$ cat config.mk
export PLATFORM = sky130hd
export DESIGN_NAME = mod_cascade_counter
export DESIGN_NICKNAME = d
export VERILOG_FILES = /design/src/rtl/mod_cascade_counter.sv
export SDC_FILE = /design/constraint.sdc
export NUM_CORES = 1
export LEC_CHECK = 0
export BUFFER_PORTS_ARGS = -buffer_cell sky130_fd_sc_hd__buf_2
export CAP_MARGIN = 20
export CORE_AREA = 2 2 46 48
export DETAILED_ROUTE_END_ITERATION = 16
export DIE_AREA = 0 0 48 50
export PLACE_DENSITY = 0.74
export SKIP_LAST_GASP = 1
export SYNTH_ARGS = -nofsm -noshare
export SYNTH_HDL_FRONTEND = slang
export SYNTH_SLANG_ARGS = --single-unit
$ cat constraint.sdc
create_clock -name clk -period 2.15 [get_ports clk]
set_input_delay 0.43 -clock clk [delete_from_list [all_inputs] [get_ports clk]]
set_output_delay 0.43 -clock clk [all_outputs]
set_load 0.01 [all_outputs]
$ cat src/rtl/mod_cascade_counter.sv
// Cascade of programmable-modulus digit counters (mixed radix) with clear, load,
// registered wrap pulse and per-digit runtime modulus. Define MODCNT_DOWN_EN to add dir/down-counting.
module mod_cascade_counter #(
  parameter int STAGES      = 2,
  parameter int WIDTH       = 3,
  parameter int MOD_DEFAULT = 5
) (
  input  logic                     clk,
  input  logic                     rst,
  input  logic                     en,
  input  logic                     clr,
  input  logic                     load,
  input  logic [STAGES*WIDTH-1:0]  load_val,
  input  logic                     cfg_we,
  input  logic [STAGES*WIDTH-1:0]  cfg_mod,
`ifdef MODCNT_DOWN_EN
  input  logic                     dir,
`endif
  output logic [STAGES*WIDTH-1:0]  count,
  output logic [STAGES-1:0]        stage_tc,
  output logic                     last,
  output logic                     wrap
);

  // One extra modulus bit so MOD_DEFAULT may equal 2^WIDTH.
  localparam logic [WIDTH:0] MOD_RST = (WIDTH+1)'(MOD_DEFAULT);

  logic [WIDTH-1:0] cnt_q    [STAGES];
  logic [WIDTH:0]   mod_q    [STAGES];
  logic [WIDTH:0]   mod_m1   [STAGES];
  logic [WIDTH-1:0] step_val [STAGES];
  logic [WIDTH-1:0] load_d   [STAGES];
  logic [STAGES-1:0] tc;
  logic [STAGES-1:0] degen;
  logic [STAGES:0]   carry;
  logic              down;

`ifdef MODCNT_DOWN_EN
  assign down = dir;
`else
  assign down = 1'b0;
`endif

  // carry[k] means digit k steps on this edge: en and every lower digit terminal.
  always_comb begin
    logic go;
    go    = en;
    carry = '0;
    tc    = '0;
    degen = '0;
    count = '0;
    for (int k = 0; k < STAGES; k++) begin
      mod_m1[k]   = mod_q[k] - (WIDTH+1)'(1);
      degen[k]    = (mod_q[k] <= (WIDTH+1)'(1));
      step_val[k] = '0;
      load_d[k]   = '0;
      if (degen[k])
        tc[k] = 1'b1;
      else if (down)
        tc[k] = (cnt_q[k] == '0);
      else
        tc[k] = ({1'b0, cnt_q[k]} >= mod_m1[k]);
      if (degen[k])
        step_val[k] = '0;
      else if (down)
        step_val[k] = (cnt_q[k] == '0) ? mod_m1[k][WIDTH-1:0] : cnt_q[k] - WIDTH'(1);
      else
        step_val[k] = tc[k] ? '0 : cnt_q[k] + WIDTH'(1);
      if ({1'b0, load_val[k*WIDTH +: WIDTH]} < mod_q[k])
        load_d[k] = load_val[k*WIDTH +: WIDTH];
      carry[k] = go;
      go       = go & tc[k];
      count[k*WIDTH +: WIDTH] = cnt_q[k];
    end
    carry[STAGES] = go;
  end

  assign stage_tc = tc;
  assign last     = carry[STAGES];

  always_ff @(posedge clk) begin
    if (rst) begin
      for (int k = 0; k < STAGES; k++) begin
        cnt_q[k] <= '0;
        mod_q[k] <= MOD_RST;
      end
      wrap <= 1'b0;
    end else begin
      // A modulus write only affects steps from the following edge onward.
      for (int k = 0; k < STAGES; k++)
        if (cfg_we) mod_q[k] <= {1'b0, cfg_mod[k*WIDTH +: WIDTH]};
      if (clr) begin
        for (int k = 0; k < STAGES; k++) cnt_q[k] <= '0;
        wrap <= 1'b0;
      end else if (load) begin
        for (int k = 0; k < STAGES; k++) cnt_q[k] <= load_d[k];
        wrap <= 1'b0;
      end else begin
        for (int k = 0; k < STAGES; k++)
          if (carry[k]) cnt_q[k] <= step_val[k];
        wrap <= last;
      end
    end
  end

endmodule

==> flow_summary.ini <==
[grt]
grt_start_max_net_pins = 8
grt_pass1_wl_mm = 2.77
overflow = 0
grtUsageTotal_pct = 16.6
grt_pass1_vias = 680
antenna_found_initial = 0

[floorplanning]
die_h_um = 50
die_area_mm2 = 0.00240
die_w_um = 48
num_rows = 16
start_util_pct = 48.0
pin_count = 28
core_area_mm2 = 0.00190

[final_layout]
area.sequential_um2 = 380
syn_to_final_growth_pct = 38.0
diodes = 0
final_util_pct = 66.2
fillers = 145
stdcell_area_mm2 = 0.00126
layoutNonFillerInstCount = 148
nNetsFinal = 154
drive_gt1_share_pct = 53.7
multi_input_area_um2 = 532

[placement]
dp.cells = 133
port_buffers = 27
placed_area_mm2 = 0.00108
detailedPlace.worstSlack_ns = 0.00808
dpl.hpwl_mm = 1.45
routabilityCongestion = 0.777

[setup_path]
critPathLaunchType = flop
critPathKind = flop to primary output
cp-end-kind = primary output
cp.required_ns = 1.72
worst-path-max-fanout = 2
ff2ff_path_depth = 11
cp_data_arrival_time_ns = 1.87

[clocking]
htree_levels = 1
cts_buffers = 3
insertion_delay_ns = 0.27
clkSinkCount = 13
clock-root-buffer = clkbuf_4
cts_buffer_depth = 2
cts_hold_buf = 0
clk_pin_slew_ns = 0.08
cts_tree = done

[logic_synthesis]
ys.warnings.count = 0
synthXorXnorAreaFrac_pct = 3.84
syn-cell-area_um2 = 912
synth-compound-area-share_pct = 14.0
synth.mux.area_fraction_pct = 0
synth_top_family_by_area = adder cells
ys_seq_area_share_pct = 41.7
synth-simple-area-share_pct = 14.7
ys_types = 23
syn_inst = 79
syn_area_per_cell_um2 = 11.5
synth-adder-area-share_pct = 19.2
syn_nets = 111
yosys_register_bits = 13

[pwr]
p_leak_nw = 0.624
switching_share_pct = 28.8
power_density_mw_per_mm2 = 564
p_switching_mw = 0.204
pwr-share-clk_pct = 21.1
ir_drop_uv = 304
p_total_mw = 0.710
p_seq_share_pct = 43.9
intPower_mw = 0.506
pwr-share-comb_pct = 35.0

[route]
viasPerCell = 4.96
routedWlPerCell_um = 12.2
first_iter_violations = 12
drc = 0
drt_first_pass_iters = 4
wirelength_mm = 1.80
ant_nets = 0
vias = 734

[sta]
skew_ns = 0.00233
fin_crit_sh_pct = 107
slew_viol_final = 0
min_period_ns = 2.30
setup_viol = 7
max_slew.worst_pin.slew_ns = 0.287
slew_headroom_pct = 80.6
hold_violations = 0
fin_ws_ns = -0.150
max_freq_ghz = 0.435
rsz0062_at_grt = true

[min_path]
whs_path_depth = 2
min_path_type = primary input to flop

[run]
max-cap-violations = 0

[status]
outcome = finished with violations
violations = negative setup slack
## worst paths after layout
check | slack (ns) | endpoint | from
worst max-delay path | -0.15 | last | mod_q[0][0]
worst min-delay path | 0.41 | mod_q[0][5] | cfg_mod[5]
worst max register to register | -0.11 | cnt_q[0][3] | mod_q[0][0]
worst min register to register | 0.76 | cnt_q[0][1] | cnt_q[0][0]
## placed cells by master (no fill, tap or decap)
master    netlist  final
nor4b_1         2      2
inv_2           0      6
xor2_1          2      2
and2b_2         1      1
or2_2           1      1
buf_2           0     25
o21a_1          2      2
ha_1           14     11
dfxtp_1         1      1
clkbuf_1        0      1
xnor2_1         2      1
clkbuf_4        0      3
and2_4          1      1
a32o_2          4      4
buf_6           1      2
xnor2_2         0      1
nor3b_2         0      2
inv_1          13      7
a32o_1          2      2
buf_4           0     12
o21ai_1         0      2
edfxtp_1       12     12
and2_1          2      2
o21ai_0         5      3
nand2_1         1      1
o221a_2         2      2
nor3b_1         4      2
nor3_2          1      2
ha_4            0      3
and3_1          1      1
nand2b_1        4      4
## per-stage QoR
stage	setup TNS [ns]	hold WS [ns]
5_1_grt	-1.51	0.395
6_report	-0.720	0.412
3_5_place_dp	0	0.691
3_3_place_gp	0	0.692
2_1_floorplan	0	0.608
4_1_cts	-0.316	0.406
## cell type report
type                    instances  share of cell area [%]
well taps                      27                    2.68
flip-flops and latches         13                    30.2
inverters                      13                    3.88
multi-input cells              52                    42.2
repair buffers                 39                    18.9
clock buffers                   4                    2.09
## power groups by stage
stage | Clock, mW | Combinational (mW) | Sequential, mW
2_1_floorplan | 0 | 0.101 | 0.316
3_3_place_gp | 0 | 0.158 | 0.315
3_5_place_dp | 0 | 0.168 | 0.315
4_1_cts | 0.154 | 0.229 | 0.311
5_1_grt | 0.172 | 0.275 | 0.314
6_report | 0.150 | 0.248 | 0.312
## state kept, by name (all words and copies together) (netlist names)
register / count
cnt_q: 6
mod_q: 6
wrap: 1
## metal layers
metal	global-route usage [%]	wire length, µm	vias up
met5	0	0	-
met4	9.01	19	0
met3	3.66	69	2
met2	28.0	941	25
met1	18.1	769	329
li1	-	-	378
## cell families (layout without fill, tap and decap cells)
| family | Yosys count | in the layout |
|---|---|---|
| AOI/OAI and AO/OA | 15 | 15 |
| xor gates and xnor gates | 4 | 4 |
| adders and majority gates | 14 | 14 |
| buffers and inverters | 14 | 56 |
| DFF | 13 | 13 |
| and+or+nand+nor | 19 | 19 |
## synthesized netlist by cell type, drive strengths merged
cell type  number  area share (%)
xor2            2             1.9
o221a           2             2.5
nor3b           4             3.3
ha             14              19
o21a            2             1.6
nor3            2             1.6
inv            13             5.4
and2b           1            0.96
dfxtp           1             2.2
nand2b          4             2.7
nor4b           2             1.9
or2             1            0.69
edfxtp         12              40
and3            1            0.69
a32o            6             7.1
buf             1             1.2
and2            3             2.3
nand2           1            0.41
o21ai           5             2.7
xnor2           2             1.9
## worst max-delay path, stage by stage (launching register included)
cell	delay, ns
edfxtp_1	0.38
inv_2	0.06
ha_4	0.16
xnor2_2	0.12
ha_1	0.28
o21ai_1	0.06
o221a_2	0.25
nor3_2	0.15
buf_2	0.15
## repair_timing
item | in CTS | in global routing
buffers inserted | 9 | 2
pin swaps | 4 | 4
gates resized for setup | 15 | 4
endpoints found under the setup margin | 3 | 7
Power figures use the tool's default switching activity.
